<file path="src/rtl/wheel_speed_ctrl_pkg.sv">
// robot_pkg: shared types and constants for the wheel speed controller.
// Latency: n/a (declarations only).
// Backpressure: n/a.
// Contents: FSM state encoding, speed/measurement widths, duty ceiling,
//           saturating edge-count increment helper.
package robot_pkg;

  typedef enum logic [1:0] {
    ST_STOP   = 2'd0,
    ST_RUN    = 2'd1,
    ST_UPDATE = 2'd2
  } state_e;

  localparam int SPEED_W = 5;  // target speed width (edges per window)
  localparam int MEAS_W  = 6;  // measured speed width, saturates at 63

  function automatic int duty_max(input int bits);
    return (1 << bits) - 1;
  endfunction

  localparam int DUTY_MAX = duty_max(8);

  // Add a single edge to a count, sticking at all-ones.
  function automatic logic [MEAS_W-1:0] sat_inc(input logic [MEAS_W-1:0] v,
                                                input logic inc);
    return (inc && (v != {MEAS_W{1'b1}})) ? v + 1'b1 : v;
  endfunction

endpackage

</file>
<file path="src/rtl/wheel_speed_ctrl_pwm_gen.sv">
// pwm_gen: free-running PWM counter with period-boundary duty reload.
// Latency: new duty_i takes effect at the period after the counter wraps; pwm_o registered.
// Backpressure: none; clear_i zeroes the active duty on the next edge.
// Ports: clk_i/rst_i clock and async active-high reset, clear_i forced stop,
//        duty_i commanded duty, pwm_o motor drive.
module pwm_gen #(
  parameter int PWM_BITS = 8
) (
  input  logic                clk_i,
  input  logic                rst_i,
  input  logic                clear_i,
  input  logic [PWM_BITS-1:0] duty_i,
  output logic                pwm_o
);

  logic [PWM_BITS-1:0] cnt_q;
  logic [PWM_BITS-1:0] active_q;
  logic                pwm_q;

  always_ff @(posedge clk_i or posedge rst_i) begin
    if (rst_i) begin
      cnt_q    <= '0;
      active_q <= '0;
      pwm_q    <= 1'b0;
    end else begin
      cnt_q <= cnt_q + 1'b1;
      // Reload only as the counter wraps so each period uses a single duty.
      if (clear_i) begin
        active_q <= '0;
      end else if (cnt_q == {PWM_BITS{1'b1}}) begin
        active_q <= duty_i;
      end
      pwm_q <= (cnt_q < active_q);
    end
  end

  assign pwm_o = pwm_q;

endmodule

</file>
<file path="src/rtl/wheel_speed_ctrl.sv">
// wheel_speed_ctrl: closed-loop wheel speed controller (encoder count -> PWM duty).
// Latency: encoder edge counted 4 cycles after encdr rises; duty updates once per window.
// Backpressure: none; enable low stops the motor on the next edge.
// Ports: WF_CLK clock, reset async active-high, enable motor enable, encdr raw
//        encoder, target edges/window; pwm drive, duty commanded duty,
//        meas_speed last window count, sample_tick one-cycle update marker.
module wheel_speed_ctrl
  import robot_pkg::*;
#(
  parameter int SAMPLE_CYCLES = 160000,
  parameter int GAIN_SHIFT    = 2,
  parameter int PWM_BITS      = 8
) (
  input  logic                WF_CLK,
  input  logic                reset,
  input  logic                enable,
  input  logic                encdr,
  input  logic [SPEED_W-1:0]  target,
  output logic                pwm,
  output logic [PWM_BITS-1:0] duty,
  output logic [MEAS_W-1:0]   meas_speed,
  output logic                sample_tick
);

  localparam int WIN_W  = $clog2(SAMPLE_CYCLES);
  localparam logic [WIN_W-1:0] WIN_LAST = WIN_W'(SAMPLE_CYCLES - 1);
  // Wide enough for duty plus a shifted 7-bit signed error without overflow.
  localparam int CALC_W = PWM_BITS + GAIN_SHIFT + 8;
  localparam logic signed [CALC_W-1:0] DMAX_S = CALC_W'(duty_max(PWM_BITS));

  // Encoder synchronizer and 3-sample glitch filter.
  logic       sync1_q, sync2_q;
  logic [1:0] hist_q;
  logic       filt_q, filt_d;
  logic       edge_rise;

  always_comb begin
    filt_d = filt_q;
    if ((sync2_q == hist_q[0]) && (sync2_q == hist_q[1])) begin
      filt_d = sync2_q;
    end
    edge_rise = filt_d & ~filt_q;
  end

  always_ff @(posedge WF_CLK or posedge reset) begin
    if (reset) begin
      sync1_q <= 1'b0;
      sync2_q <= 1'b0;
      hist_q  <= '0;
      filt_q  <= 1'b0;
    end else begin
      sync1_q <= encdr;
      sync2_q <= sync1_q;
      hist_q  <= {hist_q[0], sync2_q};
      filt_q  <= filt_d;
    end
  end

  // Control loop state.
  state_e              state_q, state_d;
  logic [WIN_W-1:0]    win_q, win_d;
  logic [MEAS_W-1:0]   edge_cnt_q, edge_cnt_d;
  logic [MEAS_W-1:0]   meas_q, meas_d;
  logic [PWM_BITS-1:0] duty_q, duty_d;
  logic [PWM_BITS-1:0] duty_upd;

  // Proportional update: duty + (target - meas) << GAIN_SHIFT, clamped.
  always_comb begin
    logic signed [6:0]        err;
    logic signed [CALC_W-1:0] sum;
    err = $signed({2'b00, target}) - $signed({1'b0, meas_q});
    sum = $signed({{(CALC_W-PWM_BITS){1'b0}}, duty_q})
        + ($signed({{(CALC_W-7){err[6]}}, err}) <<< GAIN_SHIFT);
    duty_upd = '0;
    if (target == '0) begin
      duty_upd = '0;
    end else if (sum < 0) begin
      duty_upd = '0;
    end else if (sum > DMAX_S) begin
      duty_upd = {PWM_BITS{1'b1}};
    end else begin
      duty_upd = sum[PWM_BITS-1:0];
    end
  end

  always_comb begin
    state_d    = state_q;
    win_d      = win_q;
    edge_cnt_d = edge_cnt_q;
    meas_d     = meas_q;
    duty_d     = duty_q;
    case (state_q)
      ST_STOP: begin
        win_d      = '0;
        edge_cnt_d = '0;
        duty_d     = '0;
        if (enable) state_d = ST_RUN;
      end
      ST_RUN: begin
        if (win_q == WIN_LAST) begin
          // An edge landing on the last cycle still belongs to this window.
          meas_d     = sat_inc(edge_cnt_q, edge_rise);
          edge_cnt_d = '0;
          win_d      = '0;
          state_d    = ST_UPDATE;
        end else begin
          win_d      = win_q + 1'b1;
          edge_cnt_d = sat_inc(edge_cnt_q, edge_rise);
        end
      end
      ST_UPDATE: begin
        // The new window is already running; keep counting through here.
        win_d      = win_q + 1'b1;
        edge_cnt_d = sat_inc(edge_cnt_q, edge_rise);
        duty_d     = duty_upd;
        state_d    = ST_RUN;
      end
      default: state_d = ST_STOP;
    endcase
    if (!enable) begin
      state_d = ST_STOP;
      duty_d  = '0;
    end
  end

  always_ff @(posedge WF_CLK or posedge reset) begin
    if (reset) begin
      state_q    <= ST_STOP;
      win_q      <= '0;
      edge_cnt_q <= '0;
      meas_q     <= '0;
      duty_q     <= '0;
    end else begin
      state_q    <= state_d;
      win_q      <= win_d;
      edge_cnt_q <= edge_cnt_d;
      meas_q     <= meas_d;
      duty_q     <= duty_d;
    end
  end

  assign sample_tick = (state_q == ST_UPDATE);
  assign duty        = duty_q;
  assign meas_speed  = meas_q;

  pwm_gen #(
    .PWM_BITS(PWM_BITS)
  ) u_pwm_gen (
    .clk_i  (WF_CLK),
    .rst_i  (reset),
    .clear_i(~enable),
    .duty_i (duty_q),
    .pwm_o  (pwm)
  );

endmodule

</file>
<file path="config.mk">
export PLATFORM = sky130hd
export DESIGN_NAME = wheel_speed_ctrl
export DESIGN_NICKNAME = d
export VERILOG_FILES = /design/src/rtl/wheel_speed_ctrl_pkg.sv /design/src/rtl/wheel_speed_ctrl_pwm_gen.sv /design/src/rtl/wheel_speed_ctrl.sv
export SDC_FILE = /design/constraint.sdc
export NUM_CORES = 1
export LEC_CHECK = 0
export ABC_AREA = 1
export BUFFER_PORTS_ARGS = -buffer_cell sky130_fd_sc_hd__buf_2
export CORE_MARGIN = 2
export CORE_UTILIZATION = 50
export DETAILED_ROUTE_END_ITERATION = 10
export MAX_ROUTING_LAYER = met4
export PLACE_DENSITY = 0.75
export SYNTH_ARGS = -nofsm -noshare
export SYNTH_HDL_FRONTEND = slang
export SYNTH_SLANG_ARGS = --single-unit
</file>
<file path="constraint.sdc">
create_clock -name WF_CLK -period 2.95 [get_ports WF_CLK]
set_input_delay 0.59 -clock WF_CLK [delete_from_list [all_inputs] [get_ports WF_CLK]]
set_output_delay 0.59 -clock WF_CLK [all_outputs]
set_load 0.02 [all_outputs]
</file>
==> results.cfg, run 1 <==
[synth]
yosysTopAreaCell = dfrtp_1
yosys_warnings = 0
synth.most_common_cell = nand2_1
synth-seq-cells = 60
synthCells = 447
ys.flop_type = dfrtp_1
syn_area_sq_um = 3705
synthesis.nets = 484
synthTopCellsByCount = nand2_1, inv_1, dfrtp_1, nor2_1, nand3_1
ys_seq_area_share_pct = 40.53
synth.distinct_cells = 37
syn_area_per_cell_sq_um = 8.288
synth.area.top_cells = dfrtp_1, nand2_1, ha_1
synth-edff-count = 0
synth_top_area_share_pct = 40.53
ys_async_sr_fraction_pct = 100.0

[cts]
cts_hold_buffers = 0
cts_buffer_depth = 2
cts_htree_levels = 3
cts.sinks = 60
tritoncts = built
numCtsBuffers = 9
clk_latency_ps = 350
cts_setup_buffers = 0
cts_root_buffer = clkbuf_8
clkTransAtPathRegs_ps = 70
post_cts_resized = 0

[placement]
dp_hpwl_um = 5463
place_area_sq_um = 3940
io_buffers = 24
gp_congestion = 0.8882

[global_routing]
first_global_vias = 2932
top_usage_layer = met2
grt-ovfl-total = 0
antenna_found_initial = 0
grt_usage_pct = 19.98
globalRouteMet2Util_pct = 32.46
grt_max_degree = 28
met3_usage_pct = 5.700
grt_pass1_wl_um = 12780
use_met1_pct = 23.58

[die]
die_area_sq_um = 8114
placementRows = 31
initial_utilization_pct = 51.35
coreArea_sq_um = 7214
die_h_um = 90.08
ios = 25
die_w_um = 90.08

[routing]
wl_um = 7519
drt_pass1_iterations = 5
vias = 2984
vias_per_cell = 5.101
antenna_violating_nets_post_route = 0
drt_iter0_drc = 147
drc_errors = 0
routedWlPerCell_um = 12.85

[worst_setup_path]
worstSetupEndpoint = duty[5]
cp-end-kind = flop
worstPathArrival_ps = 3020
worst-r2r-setup-slack_ps = 220
worst_ep_required_time_ps = 3240
worstPathMaxFanout = 6
r2r_end = duty[5]
r2r-start = meas_speed[0]
crit_start = meas_speed[0]
critPathLaunchType = flop
rr_worst_depth = 17
path_class = flop to flop

[power_and_ir_drop]
ir_drop_v = 0.0003738
power_mw = 2.038
power_density_nw_per_um2 = 491.0
leakage_nw = 1.999

[finish]
fin_area_sq_um = 4150
utilization_pct = 57.53
n_antenna_cell = 0
areaGrowthSynthToFinish_pct = 12.02
final_net_count = 518
drive_gt1_share_pct = 15.64

[min_path]
hold_path_class = primary input to async pin

[sta]
grt_setup_unrepaired = no
worst_slew_pin_slew_ps = 642.2
setup_viol = 0
period_minus_slack_ps = 2731
tns_ps = 0
holdWs_ps = 220.5
report.final.slew_viol_count = 0
finalClockSkew_ps = 7.037
clock.fmax_ghz = 0.3661
period_share_pct = 92.58
relSlewSlack_pct = 57.19
hold_violations = 0

[run]
maxCapViolations = 0

[status]
status = complete, no violations
==> power breakdown <==
| group | total, mW | switching [mW] | internal, mW |
|---|---|---|---|
| Combinational | 0.408 | 0.280 | 0.128 |
| Sequential | 0.890 | 0.0371 | 0.853 |
| Clock | 0.740 | 0.351 | 0.390 |
| Total | 2.04 | 0.667 | 1.37 |
==> critical path, stage by stage (launching register included) <==
cell and delay (ps):
dfrtp_1 400, ha_1 220, fa_1 410, inv_1 90, a21oi_1 80, xor2_1 140, inv_1 80, ha_1 310
nand2_1 70, nor2_1 80, nand2_1 60, nand3_1 130, nand2_1 70, nand2_1 140, nand2_1 110, nor2_4 160
nand2_1 70, nand2_1 60
==> placed cells by master (no fill, tap or decap), drive strengths merged, types with 10 or more instances in the layout <==
cell,synthesis,layout
inv,67,68
nand3,30,30
xor2,21,21
dfrtp,60,60
clkbuf,3,10
ha,26,26
nand2,115,115
nor2,37,37
a21oi,16,16
o21ai,32,32
buf,2,28
==> how the worst min path moves through the flow <==
stage	startpoint	to	cells past startpoint
6_report	reset	win_q[8]	2
5_1_grt	reset	win_q[13]	2
4_1_cts	reset	win_q[4]	2
3_5_place_dp	sync1_q	sync2_q	0
3_3_place_gp	sync1_q	sync2_q	0
2_1_floorplan	sync1_q	sync2_q	0
==> logic make-up (layout without fill, tap and decap cells) <==
logic type               Yosys count  count (layout)  synth area share (%)
adder cells (fa/ha/maj)           28              28                 9.862
AND/OR/NAND/NOR                  193             193                 23.71
flip-flops                        60              60                 40.53
XOR/XNOR                          30              30                 7.092
AO/OA/AOI/OAI                     63              63                 10.88
buffers and inverters             73             112                 7.936
==> stage by stage <==
stage | setup slack (ps) | instances
detailed placement | -72.34 | 569
CTS | 249.2 | 585
global placement | -34.95 | 569
floorplan | 299.0 | 447
global route | 11.01 | 585
finish | 218.8 | 585
==> layout make-up <==
type / instances / area (sq um)
fillers: 647 / 3064
repair buffers: 28 / 150.1
multi-input cells: 314 / 1928
flip-flops and latches: 60 / 1501
inverters: 68 / 255.2
clock buffers: 10 / 127.6
well taps: 99 / 123.9
clock inverters: 6 / 63.81
==> per-layer routing <==
layer	up-vias	share of wire, %	wire length, um
li1	1497	-	-
met1	1422	44	3336
met2	51	50	3758
met3	14	3.8	282
met4	0	1.9	142
met5	-	0	0
==> state kept, by name, indices dropped and copies added, names as in the netlist <==
signal,flops
meas_speed,6
filt_q,1
u_pwm_gen.pwm_o,1
u_pwm_gen.active_q,7
win_q,18
sync1_q,1
edge_cnt_q,6
sync2_q,1
state_q,2
duty,7
u_pwm_gen.cnt_q,8
hist_q,2
(Power assumes the default switching activity.)
==> inputs of run 2 (changes only) <==
- MAX_ROUTING_LAYER: met4 -> default
==> results.cfg, run 2 (same netlist as run 1, synthesis figures left out) <==
[status]
status = complete, no violations

[worst_setup_path]
cpMostUsedCell = nand2_1
cp_num_buf_inv = 4
crit_family = simple AND/OR/NAND/NOR gates
cpPeakStageDelay_ps = 380
cp-end-kind = flop
r2r-start = meas_speed[2]
worst-r2r-setup-slack_ps = 220
worst_ep_required_time_ps = 3230
rr_worst_depth = 19
critPathLaunchType = flop
cp_slowest_cell = dfrtp_1
path_cells = inv_1 > ha_1 > buf_4 > nand2_1 > inv_1 > a21oi_1 > xor2_1 > inv_1 > ha_1 > nand2_1 > nor2_1 > nand2_1 > nand3_1 > nand2_1 > nand2_1 > nand2_1 > nor2_4 > nand2_1 > nand2_1
worstPathMaxFanout = 6
path_class = flop to flop
r2r_end = duty[5]
worstPathArrival_ps = 3020

[cts]
cts_setup_buffers = 0
cts_htree_levels = 3
numCtsBuffers = 9
clk_latency_ps = 340
tritoncts = built
cts.sinks = 60
cts_hold_buffers = 0
cts_root_buffer = clkbuf_8
clkTransAtPathRegs_ps = 70
cts_buffer_depth = 2
post_cts_resized = 0

[routing]
drc_errors = 0
vias = 2973
routedWlPerCell_um = 12.85
wl_um = 7516
vias_per_cell = 5.082
drt_pass1_iterations = 4
drt_iter0_drc = 122
antenna_violating_nets_post_route = 0

[die]
coreArea_sq_um = 7214
die_w_um = 90.08
die_h_um = 90.08
initial_utilization_pct = 51.35
placementRows = 31
die_area_sq_um = 8114
ios = 25

[finish]
reg.largest.list = win_q: 18 flops, u_pwm_gen.cnt_q: 8 flops
layout_commonest_cell = nand2_1
n_antenna_cell = 0
final_net_count = 518
areaGrowthSynthToFinish_pct = 12.02
fin_area_sq_um = 4150
multiInputGateArea_sq_um = 1928
fillCellCount = 647
regMostFlops = win_q
drive_gt1_share_pct = 15.64
seq_area_sq_um = 1501
mostFrequentLayoutCells = nand2_1, inv_1, dfrtp_1, nor2_1, nand3_1
largest_reg_flops = 18

[placement]
gp_congestion = 0.8739
io_buffers = 24
dp_hpwl_um = 5463
place_area_sq_um = 3940

[sta]
hold_violations = 0
clock.fmax_ghz = 0.3657
period_share_pct = 92.69
grt_setup_unrepaired = no
finalClockSkew_ps = 5.723
relSlewSlack_pct = 58.52
worst_slew_pin_slew_ps = 622.3
setup_viol = 0
holdWs_ps = 222.6
report.final.slew_viol_count = 0
period_minus_slack_ps = 2734

[min_path]
hold_path_class = primary input to async pin

[global_routing]
grt_max_degree = 28
first_global_vias = 2932
antenna_found_initial = 0
grt_usage_pct = 19.35
grt-ovfl-total = 0
grt_pass1_wl_um = 12770

[power_and_ir_drop]
power_density_nw_per_um2 = 490.5
leakage_nw = 1.999
ir_drop_v = 0.0003722

[run]
maxCapViolations = 0
[run 2: cell counts in the layout (fill, tap and decap cells not counted)]
No cell type changed its count.
[run 2: power breakdown]
group	switching [mW]	internal [mW]
Sequential	0.0376	0.853
Clock	0.348	0.390
Combinational	0.280	0.128
Total	0.665	1.37
[run 2: worst max path at each step]
stage / to / start / slack, ps / cells after the start
after floorplan: duty[6] / target[2] / 300 / 19
after global routing: duty[6] / meas_speed[2] / 10 / 19
final: duty[5] / meas_speed[2] / 220 / 19
after detailed placement: duty[4] / target[0] / -70 / 17
after global placement: duty[6] / target[0] / -30 / 19
after CTS: duty[5] / meas_speed[0] / 250 / 17
[run 2: cell type report]
cell class / instances / area share [%]
flip-flops and latches: 60 / 36.18
repair buffers: 28 / 3.618
well taps: 99 / 2.985
multi-input cells: 314 / 46.46
clock inverters: 6 / 1.538
inverters: 68 / 6.150
clock buffers: 10 / 3.075
[run 2: routing by layer]
layer	up-vias	part of all wire, %	GRT usage (%)
li1	1496	-	-
met1	1414	44	23.42
met2	48	50	32.58
met3	15	3.4	5.448
met4	0	2.1	7.821
met5	-	0	0
[run 2: stage by stage]
step	power [mW]	setup TNS [ps]	setup WS (ps)	utilization, %	instances
after detailed placement	1.308	-389.4	-72.34	54.61	569
final	2.036	0	215.8	57.53	585
after CTS	2.049	0	249.2	57.27	585
after global placement	1.297	-188.4	-34.95	54.61	569
after global routing	2.143	0	10.89	57.53	585
after floorplan	1.234	0	299.0	-	447
